File: src/rtl/bin_to_bcd_seq.sv
// Purpose : sequential binary-to-BCD converter (shift-and-add-3), one input bit per clock,
//           with overflow detection and optional leading-zero blanking.
// Latency : accept edge k -> o_valid pulse in the cycle after edge k+BIN_WIDTH+1; one job per BIN_WIDTH+2 cycles.
// Backpressure: o_ready is low from accept until the result is delivered; requests seen while busy are dropped.
//
// Ports:
//   i_clk      - system clock, all state changes on the rising edge
//   i_reset    - asynchronous active-high reset; aborts any conversion in flight
//   i_valid    - request to convert i_bin (taken when o_ready is high)
//   i_bin      - unsigned binary input, sampled only on the accept edge
//   o_ready    - high while idle
//   o_valid    - one-cycle pulse when o_bcd/o_overflow have just been updated
//   o_bcd      - result, digit n (10^n) at [4n+3:4n]; all 4'hF on overflow; held between updates
//   o_overflow - last result did not fit in DIGITS digits; held with o_bcd
module bin_to_bcd_seq #(
    parameter int BIN_WIDTH = 8,
    parameter int DIGITS    = 3,
    parameter bit BLANK_LZ  = 1'b0
) (
    input  logic                  i_clk,
    input  logic                  i_reset,
    input  logic                  i_valid,
    input  logic [BIN_WIDTH-1:0]  i_bin,
    output logic                  o_ready,
    output logic                  o_valid,
    output logic [4*DIGITS-1:0]   o_bcd,
    output logic                  o_overflow
);

    localparam int SW = 4 * DIGITS;
    localparam int CW = $clog2(BIN_WIDTH + 1);

    typedef enum logic [1:0] {
        IDLE  = 2'd0,
        SHIFT = 2'd1,
        DONE  = 2'd2
    } state_t;

    state_t                 r_state;
    logic [BIN_WIDTH-1:0]   r_shift;
    logic [SW-1:0]          r_scratch;
    logic                   r_ovf;
    logic [CW-1:0]          r_cnt;

    logic [SW-1:0]          w_adj;
    logic [SW-1:0]          w_result;
    logic                   w_lead;

    assign o_ready = (r_state == IDLE);

    // Add-3 correction: any digit >= 5 will be >= 10 after the coming doubling,
    // so pre-bias it so the doubling carries cleanly into the next digit.
    always_comb begin
        w_adj = r_scratch;
        for (int i = 0; i < DIGITS; i++) begin
            if (r_scratch[4*i +: 4] >= 4'd5) begin
                w_adj[4*i +: 4] = r_scratch[4*i +: 4] + 4'd3;
            end
        end
    end

    // Final display value: all-blank on overflow, otherwise optional leading-zero
    // blanking from the top digit down. Digit 0 is never blanked so zero still shows "0".
    always_comb begin
        w_result = r_scratch;
        w_lead   = 1'b1;
        if (r_ovf) begin
            w_result = '1;
        end else if (BLANK_LZ) begin
            for (int i = DIGITS - 1; i > 0; i--) begin
                if (w_lead && (r_scratch[4*i +: 4] == 4'd0)) begin
                    w_result[4*i +: 4] = 4'hF;
                end else begin
                    w_lead = 1'b0;
                end
            end
        end
    end

    always_ff @(posedge i_clk or posedge i_reset) begin
        if (i_reset) begin
            r_state    <= IDLE;
            r_shift    <= '0;
            r_scratch  <= '0;
            r_ovf      <= 1'b0;
            r_cnt      <= '0;
            o_valid    <= 1'b0;
            o_bcd      <= '0;
            o_overflow <= 1'b0;
        end else begin
            o_valid <= 1'b0;
            case (r_state)
                IDLE: begin
                    if (i_valid) begin
                        r_shift   <= i_bin;
                        r_scratch <= '0;
                        r_ovf     <= 1'b0;
                        r_cnt     <= CW'(BIN_WIDTH);
                        r_state   <= SHIFT;
                    end
                end
                SHIFT: begin
                    // {scratch, shift} moves left one place; binary MSB enters the BCD LSB.
                    r_scratch <= {w_adj[SW-2:0], r_shift[BIN_WIDTH-1]};
                    r_shift   <= r_shift << 1;
                    // A bit leaving the top digit means the value needs more than DIGITS digits.
                    if (w_adj[SW-1]) begin
                        r_ovf <= 1'b1;
                    end
                    r_cnt <= r_cnt - CW'(1);
                    if (r_cnt == CW'(1)) begin
                        r_state <= DONE;
                    end
                end
                DONE: begin
                    o_bcd      <= w_result;
                    o_overflow <= r_ovf;
                    o_valid    <= 1'b1;
                    r_state    <= IDLE;
                end
                default: begin
                    r_state <= IDLE;
                end
            endcase
        end
    end

endmodule

File: config.mk
export PLATFORM = sky130hd
export DESIGN_NAME = bin_to_bcd_seq
export DESIGN_NICKNAME = d
export VERILOG_FILES = /design/src/rtl/bin_to_bcd_seq.sv
export SDC_FILE = /design/constraint.sdc
export NUM_CORES = 1
export LEC_CHECK = 0
export ABC_CLOCK_PERIOD_IN_PS = 1500
export BUFFER_PORTS_ARGS = -buffer_cell sky130_fd_sc_hd__clkbuf_2
export CORE_UTILIZATION = 53
export CTS_BUF_LIST = sky130_fd_sc_hd__clkbuf_8
export DETAILED_ROUTE_END_ITERATION = 16
export GPL_TIMING_DRIVEN = 0
export HOLD_SLACK_MARGIN = 0.12
export PLACE_DENSITY_LB_ADDON = 0.08
export SLEW_MARGIN = 40
export SYNTH_ARGS = -nofsm -noshare
export SYNTH_HDL_FRONTEND = slang
export SYNTH_SLANG_ARGS = --single-unit
export TNS_END_PERCENT = 5
File: constraint.sdc
create_clock -name i_clk -period 1.5 [get_ports i_clk]
set_clock_uncertainty 0.1 [all_clocks]
set_input_delay 0.45 -clock i_clk [delete_from_list [all_inputs] [get_ports i_clk]]
set_output_delay 0.45 -clock i_clk [all_outputs]
set_load 0.01 [all_outputs]
==> results of run 1 <==
## stage by stage
stage | instances | setup WS [ns] | utilization [%] | hold WS [ns] | area (µm²)
after floorplan | 197 | 0.00400 | - | 0.345 | 1930
after global placement | 268 | -0.453 | 61.7 | 0.360 | 2110
after detailed placement | 269 | -0.0743 | 62.3 | 0.315 | 2130
after CTS | 285 | -0.0107 | 68.4 | 0.258 | 2340
after global routing | 297 | -0.0638 | 74.0 | 0.274 | 2530
final | 297 | -0.0129 | 74.0 | 0.272 | 2530
## placed cells by master, fill, tap and decap left out, types with 5 or more instances in the layout
master	n
buf_6	5
nand2_1	41
a22oi_1	7
clkbuf_2	24
o21ai_0	6
dfrtp_1	39
nor2_1	12
nand3_1	5
inv_2	7
o21ai_1	21
buf_4	18
clkbuf_8	6
## layer usage
metal,share of wire [%],global-route usage [%],up-vias
li1,-,-,767
met1,46,24.7,726
met2,49,33.9,31
met3,4.2,6.07,6
met4,0.95,6.98,0
met5,0,0,-
## critical path: cells and delay by family, from the launching register on
kind / cells / cell delay (ns)
flops: 1 / 0.44
simple gates: 1 / 0.12
buf+inv: 1 / 0.11
## sequential cells by signal, indices dropped and copies added, names as in the netlist
name and cells:
r_scratch 12, o_overflow 1, r_shift 8, o_valid 1
r_cnt 4, o_bcd 12, r_ovf 1, r_state 2
## cell usage after synthesis (all sizes together)
library cell and n:
nor3b 3, nand3 5, a21oi 4, clkbuf 1
mux2 1, mux2i 3, a211oi 1, nand2b 5
nor2 14, and2 1, a22oi 7, dfrtp 41
nor2b 1, ha 8, a22o 3, inv 10
xor2 2, a31oi 1, buf 8, nand2 41
nor3 4, o31ai 3, o21ai 27, xnor2 3
## power by group through the flow
stage                     registers [mW]  clock network (mW)  logic [mW]
after floorplan                     1.98                   0        1.49
after CTS                           1.96               0.936        2.24
final                               1.99               0.923        2.74
after global routing                2.05               0.982        3.05
after detailed placement            1.98                   0        2.07
after global placement              1.95                   0        1.99
## cell type report
cell class                 instances  area share [%]
multi-input combinational        138            35.9
timing repair buffer              45            12.0
tap                               46            2.28
inverter                          10            1.49
clock inverter                     2            1.49
sequential                        41            40.7
clock buffer                       6            3.27
buffer                             9            2.82
## what timing repair did
item	CTS	global route
pin swaps	3	8
hold buffers	1	0
gates resized for setup	13	23
buffers inserted	7	10
setup endpoints to repair	5	20
cloned	0	2
hold endpoints to repair	14	0
## worst min path at each step
stage                     slack [ns]          to       start
after floorplan                 0.34  r_shift[7]  r_shift[7]
after CTS                       0.26  r_shift[0]    i_bin[0]
after global placement          0.36  r_shift[1]  r_shift[1]
after global routing            0.27  r_shift[0]    i_bin[0]
final                           0.27  r_shift[0]    i_bin[0]
after detailed placement        0.32    o_bcd[9]     i_reset
## kinds of logic (layout without fill, tap and decap cells)
family / after synthesis / count (layout)
AO/OA/AOI/OAI: 46 / 46
XOR/XNOR: 5 / 5
adder cells (fa/ha/maj): 8 / 8
buffers and inverters: 19 / 72
flip-flops: 41 / 41
multiplexers: 4 / 4
AND/OR/NAND/NOR: 74 / 75
==> flow_summary.toml, run 1 <==
[global_routing]
grt_max_degree = 28
track_usage_pct = 20.2
antenna_found_initial = 0
gr-total-overflow = 0
grt_pass1_wl_mm = 6.05
grt_pass1_vias = 1347

[floorplan]
die_h_um = 62.3
start_util_pct = 56.4
core_um2 = 3420
rows = 21
die_area_um2 = 3880
ios = 26
die_w_um = 62.3

[power_and_ir_drop]
pwr-share-seq_pct = 35.2
max-vdd-ir-drop_v = 0.00107
p_sw_mw = 2.17
pwr-share-comb_pct = 48.4
power.leakage_nw = 1.23
intPower_mw = 3.48
p_sw_share_pct = 38.4
p_clk_share_pct = 16.3
finalPower_mw = 5.65
p_per_area_nw_per_um2 = 2240

[placed_design]
port_buffers = 25
gp_congestion = 0.811
dp.final_hpwl_mm = 2.53

[route]
route.detailed.wl_per_inst_um = 13.1
ant_nets = 0
viasPerCell = 5.15
drt-initial-drc-count = 30
drc = 0
vias = 1530
wirelength_mm = 3.88
drtPass1Iterations = 4

[synthesis]
synth.distinct_cells = 30
syn_avg_cell_area_um2 = 9.77
synthCells = 197
synth.yosys.seq_area_share_pct = 53.3
synthAdderAreaFrac_pct = 5.20
synth_top_area_share_pct = 53.3
post-synth-top-area-cell = "dfrtp_1"
yosys_warnings = 0
synth_top_family_by_area = "simple AND/OR/NAND/NOR gates"
yosys.area_share.xor_xnor_pct = 2.27
synth_seq_cells = 41
synth_compound_gate_area_share_pct = 14.4
synth_area_leaders = "dfrtp_1 (53%), nand2_1 (8.0%), o21ai_1 (5.5%)"
synth-simple-area-share_pct = 17.5
synth_mux_area_share_pct = 2.14
syn_nets = 216
syn_area_um2 = 1930

[clocking]
worstSkewPairLatency_ns = 0.30
cts-root-buf = "clkbuf_8"
cts_made_buffers = 5
clkSinkCount = 41
cts_tree = "done"
clkTransAtPathRegs_ns = 0.08
cts_buffer_depth = 2
h-tree-depth = 2

[critical_path]
endpoint_kind = "output pin"
cp_slowest_cell = "dfrtp_2"
cp-start-kind = "flip-flop"
critPathArrivalTime_ns = 0.96
critPathKind = "flip-flop to output pin"
reg2reg_depth = 4
critPathRequiredTime_ns = 0.95
slowest_delay_ns = 0.44
critPathLaunch = "r_state[1]"
r2r_setup_slack_ns = 0.01
worstSetupEndpoint = "o_ready"
r2r_end = "r_ovf"
rr_startpoint = "r_state[1]"
path_cells = "nor2_4, buf_6"
cp_max_fo = 3

[timing]
drv_slew = 0
setup_viol = 1
finalHoldViolCount = 0
worstMarginPinSlew_ns = 0.385
finalCriticalPeriod_ns = 1.51
rsz0062_at_grt = "yes"
fmax_ghz = 0.661
finalSetupTns_ns = -0.0129
relSlewSlack_pct = 74.3
layout_setup_ws_ns = -0.0129
fin_crit_sh_pct = 101

[layout]
fin_nets = 269
final_layout_size_suffix_gt1_share_pct = 34.7
syn_to_final_growth_pct = 31.2
n_fill_cell = 271
multiInputGateArea_um2 = 907
register_area_um2 = 1030
antenna_cells = 0

[status]
violations = "negative setup slack"
status = "complete, but fails checks"

[flow_run]
cap_viol_max_count = 0

[min_path]
holdPathStages = 3
min_path_type = "input pin to flip-flop"
Note: power is estimated with default switching activity, not from simulation.
==> inputs of run 2 (changes only) <==
--- a/config.mk
+++ b/config.mk
@@ -14,5 +14,5 @@
 export HOLD_SLACK_MARGIN = 0.12
 export PLACE_DENSITY_LB_ADDON = 0.08
-export SLEW_MARGIN = 40
+export SLEW_MARGIN = 20
 export SYNTH_ARGS = -nofsm -noshare
 export SYNTH_HDL_FRONTEND = slang
--- a/constraint.sdc
+++ b/constraint.sdc
@@ -3,3 +3,3 @@
 set_input_delay 0.45 -clock i_clk [delete_from_list [all_inputs] [get_ports i_clk]]
 set_output_delay 0.45 -clock i_clk [all_outputs]
-set_load 0.01 [all_outputs]
+set_load 0.005 [all_outputs]
==> run 2 against run 1 <==
Net effect: the flow still finishes with violations (negative setup slack); register-to-register slack barely moved; non-clock buffer count fell by 5; clock-buffer cell count did not move; critical endpoint unchanged; cell area fell by 2.4%.
==> flow_summary.toml, run 2 (synthesized netlist as in run 1, its figures left out) <==
[critical_path]
slowest_delay_ns = 0.45
reg2reg_depth = 7
cp_slowest_cell = "dfrtp_2"
r2r_end = "r_scratch[5]"
critPathArrivalTime_ns = 0.96
path_cells = "nor2_4, clkbuf_2"
cp_max_fo = 4
critPathRequiredTime_ns = 0.95
r2r_setup_slack_ns = 0.01
endpoint_kind = "output pin"
rr_startpoint = "r_scratch[5]"
cp_top_family = "flip-flops"
cp-start-kind = "flip-flop"
critPathKind = "flip-flop to output pin"
cp_num_buf_inv = 1

[floorplan]
core_um2 = 3420
ios = 26
die_area_um2 = 3880
die_h_um = 62.3
die_w_um = 62.3
rows = 21
start_util_pct = 56.4

[layout]
antenna_cells = 0
layout_common_cells = "nand2_1 (41), dfrtp_1 (40), clkbuf_2 (25), o21ai_1 (21), buf_4 (18)"
layout_commonest_cell = "nand2_1"
largestRegisters = "o_bcd: 12 flops, r_scratch: 12 flops, r_shift: 8 flops"
final_area_um2 = 2470
syn_to_final_growth_pct = 28.1
fin_nets = 263
final_layout_size_suffix_gt1_share_pct = 33.1

[timing]
fmax_ghz = 0.661
whs_ns = 0.274
finalHoldViolCount = 0
setup_viol = 1
layout_setup_ws_ns = -0.0129
fin_crit_sh_pct = 101
relSlewSlack_pct = 74.4
finalCriticalPeriod_ns = 1.51
rsz0062_at_grt = "yes"
worstMarginPinSlew_ns = 0.383
drv_slew = 0

[placed_design]
dp.final_hpwl_mm = 2.58
port_buffers = 25
post_dp_cell_area_um2 = 2130
gp_congestion = 0.811

[route]
ant_nets = 0
drtPass1Iterations = 4
drt-initial-drc-count = 35
viasPerCell = 5.16
route.detailed.wl_per_inst_um = 12.8
vias = 1501
drc = 0
wirelength_mm = 3.73

[status]
status = "complete, but fails checks"
violations = "negative setup slack"

[clocking]
h-tree-depth = 2
cts_made_buffers = 5
cts-root-buf = "clkbuf_8"
cts_tree = "done"
worstSkewPairLatency_ns = 0.29
clkSinkCount = 41
cts_buffer_depth = 2
clkTransAtPathRegs_ns = 0.08

[min_path]
min_path_type = "input pin to flip-flop"
holdPathStages = 3
min-delay-start = "i_bin[0]"
hold_end = "r_shift[0]"

[global_routing]
grt_max_degree = 29
grt_pass1_wl_mm = 6.29
track_usage_pct = 20.9
antenna_found_initial = 0
gr-total-overflow = 0
grt_pass1_vias = 1461

[power_and_ir_drop]
max-vdd-ir-drop_v = 0.00111
power.leakage_nw = 1.20
p_per_area_nw_per_um2 = 2200

[flow_run]
cap_viol_max_count = 0
==> run 2: cell types whose count changed in the layout (fill, tap and decap cells not counted), moves of 2 or more <==
cell,previous run,this run
a22oi_1,7,5
buf_2,3,1
a22oi_2,0,2
buf_6,5,2
==> run 2: area by class of cell <==
cell class	instances	area, µm²
fillers	276	950
clock inverters	2	37.5
flip-flops and latches	41	1030
inverters	10	37.5
clock buffers	6	82.6
multi-input cells	137	902
well taps	46	57.6
repair buffers	40	253
plain buffers	9	68.8
==> run 2: metrics by stage <==
step                      instances  setup WS (ns)  total power, mW    TNS, ns  utilization [%]
final                           291        -0.0129             5.42    -0.0129             72.2
after global routing            291        -0.0583             5.87     -0.383             72.2
after CTS                       284      -0.000739             5.12  -0.000739             68.7
after detailed placement        269        -0.0995             4.00     -0.218             62.3
after global placement          268         -0.453             3.87     -18.55             61.7
after floorplan                 197        0.00400             3.41          0                -
==> run 2: report_power, final <==
part | switching, mW | leakage, nW | internal, mW
registers | 0.415 | 0.517 | 1.58
logic | 1.26 | 0.630 | 1.25
clock network | 0.375 | 0.0574 | 0.541
total | 2.05 | 1.20 | 3.37
==> run 2: how the worst max path moves through the flow <==
stage	from	to	slack [ns]	depth (start not counted)
5_1_grt	r_scratch[9]	r_scratch[10]	-0.06	6
6_report	r_state[1]	o_ready	-0.01	2
3_5_place_dp	r_scratch[4]	r_scratch[6]	-0.1	6
4_1_cts	r_state[1]	o_ready	-0.0007	2
3_3_place_gp	i_reset	r_shift[5]	-0.45	2
2_1_floorplan	i_reset	o_bcd[0]	0.004	1
==> run 2: repair_timing <==
action	4_1_cts	5_1_grt
resized for setup	13	18
buffers inserted	6	7
endpoints found under the setup margin	5	11
pin swaps	5	8
hold endpoints to repair	13	0
hold buffers	1	0
==> run 2: layer usage <==
metal	part of all wire, %	routed length (µm)	vias up	track usage, %
met5	0	0	-	0
met3	3.8	142	7	6.07
met1	46	1720	710	24.2
met2	49	1820	31	36.0
met4	1.3	47	0	8.72
li1	-	-	753	-
==> run 2: worst min-delay path: cells and delay by family <==
kind            cells  cell delay [ns]
compound gates      1             0.05
simple gates        1             0.05
buf+inv             1             0.09
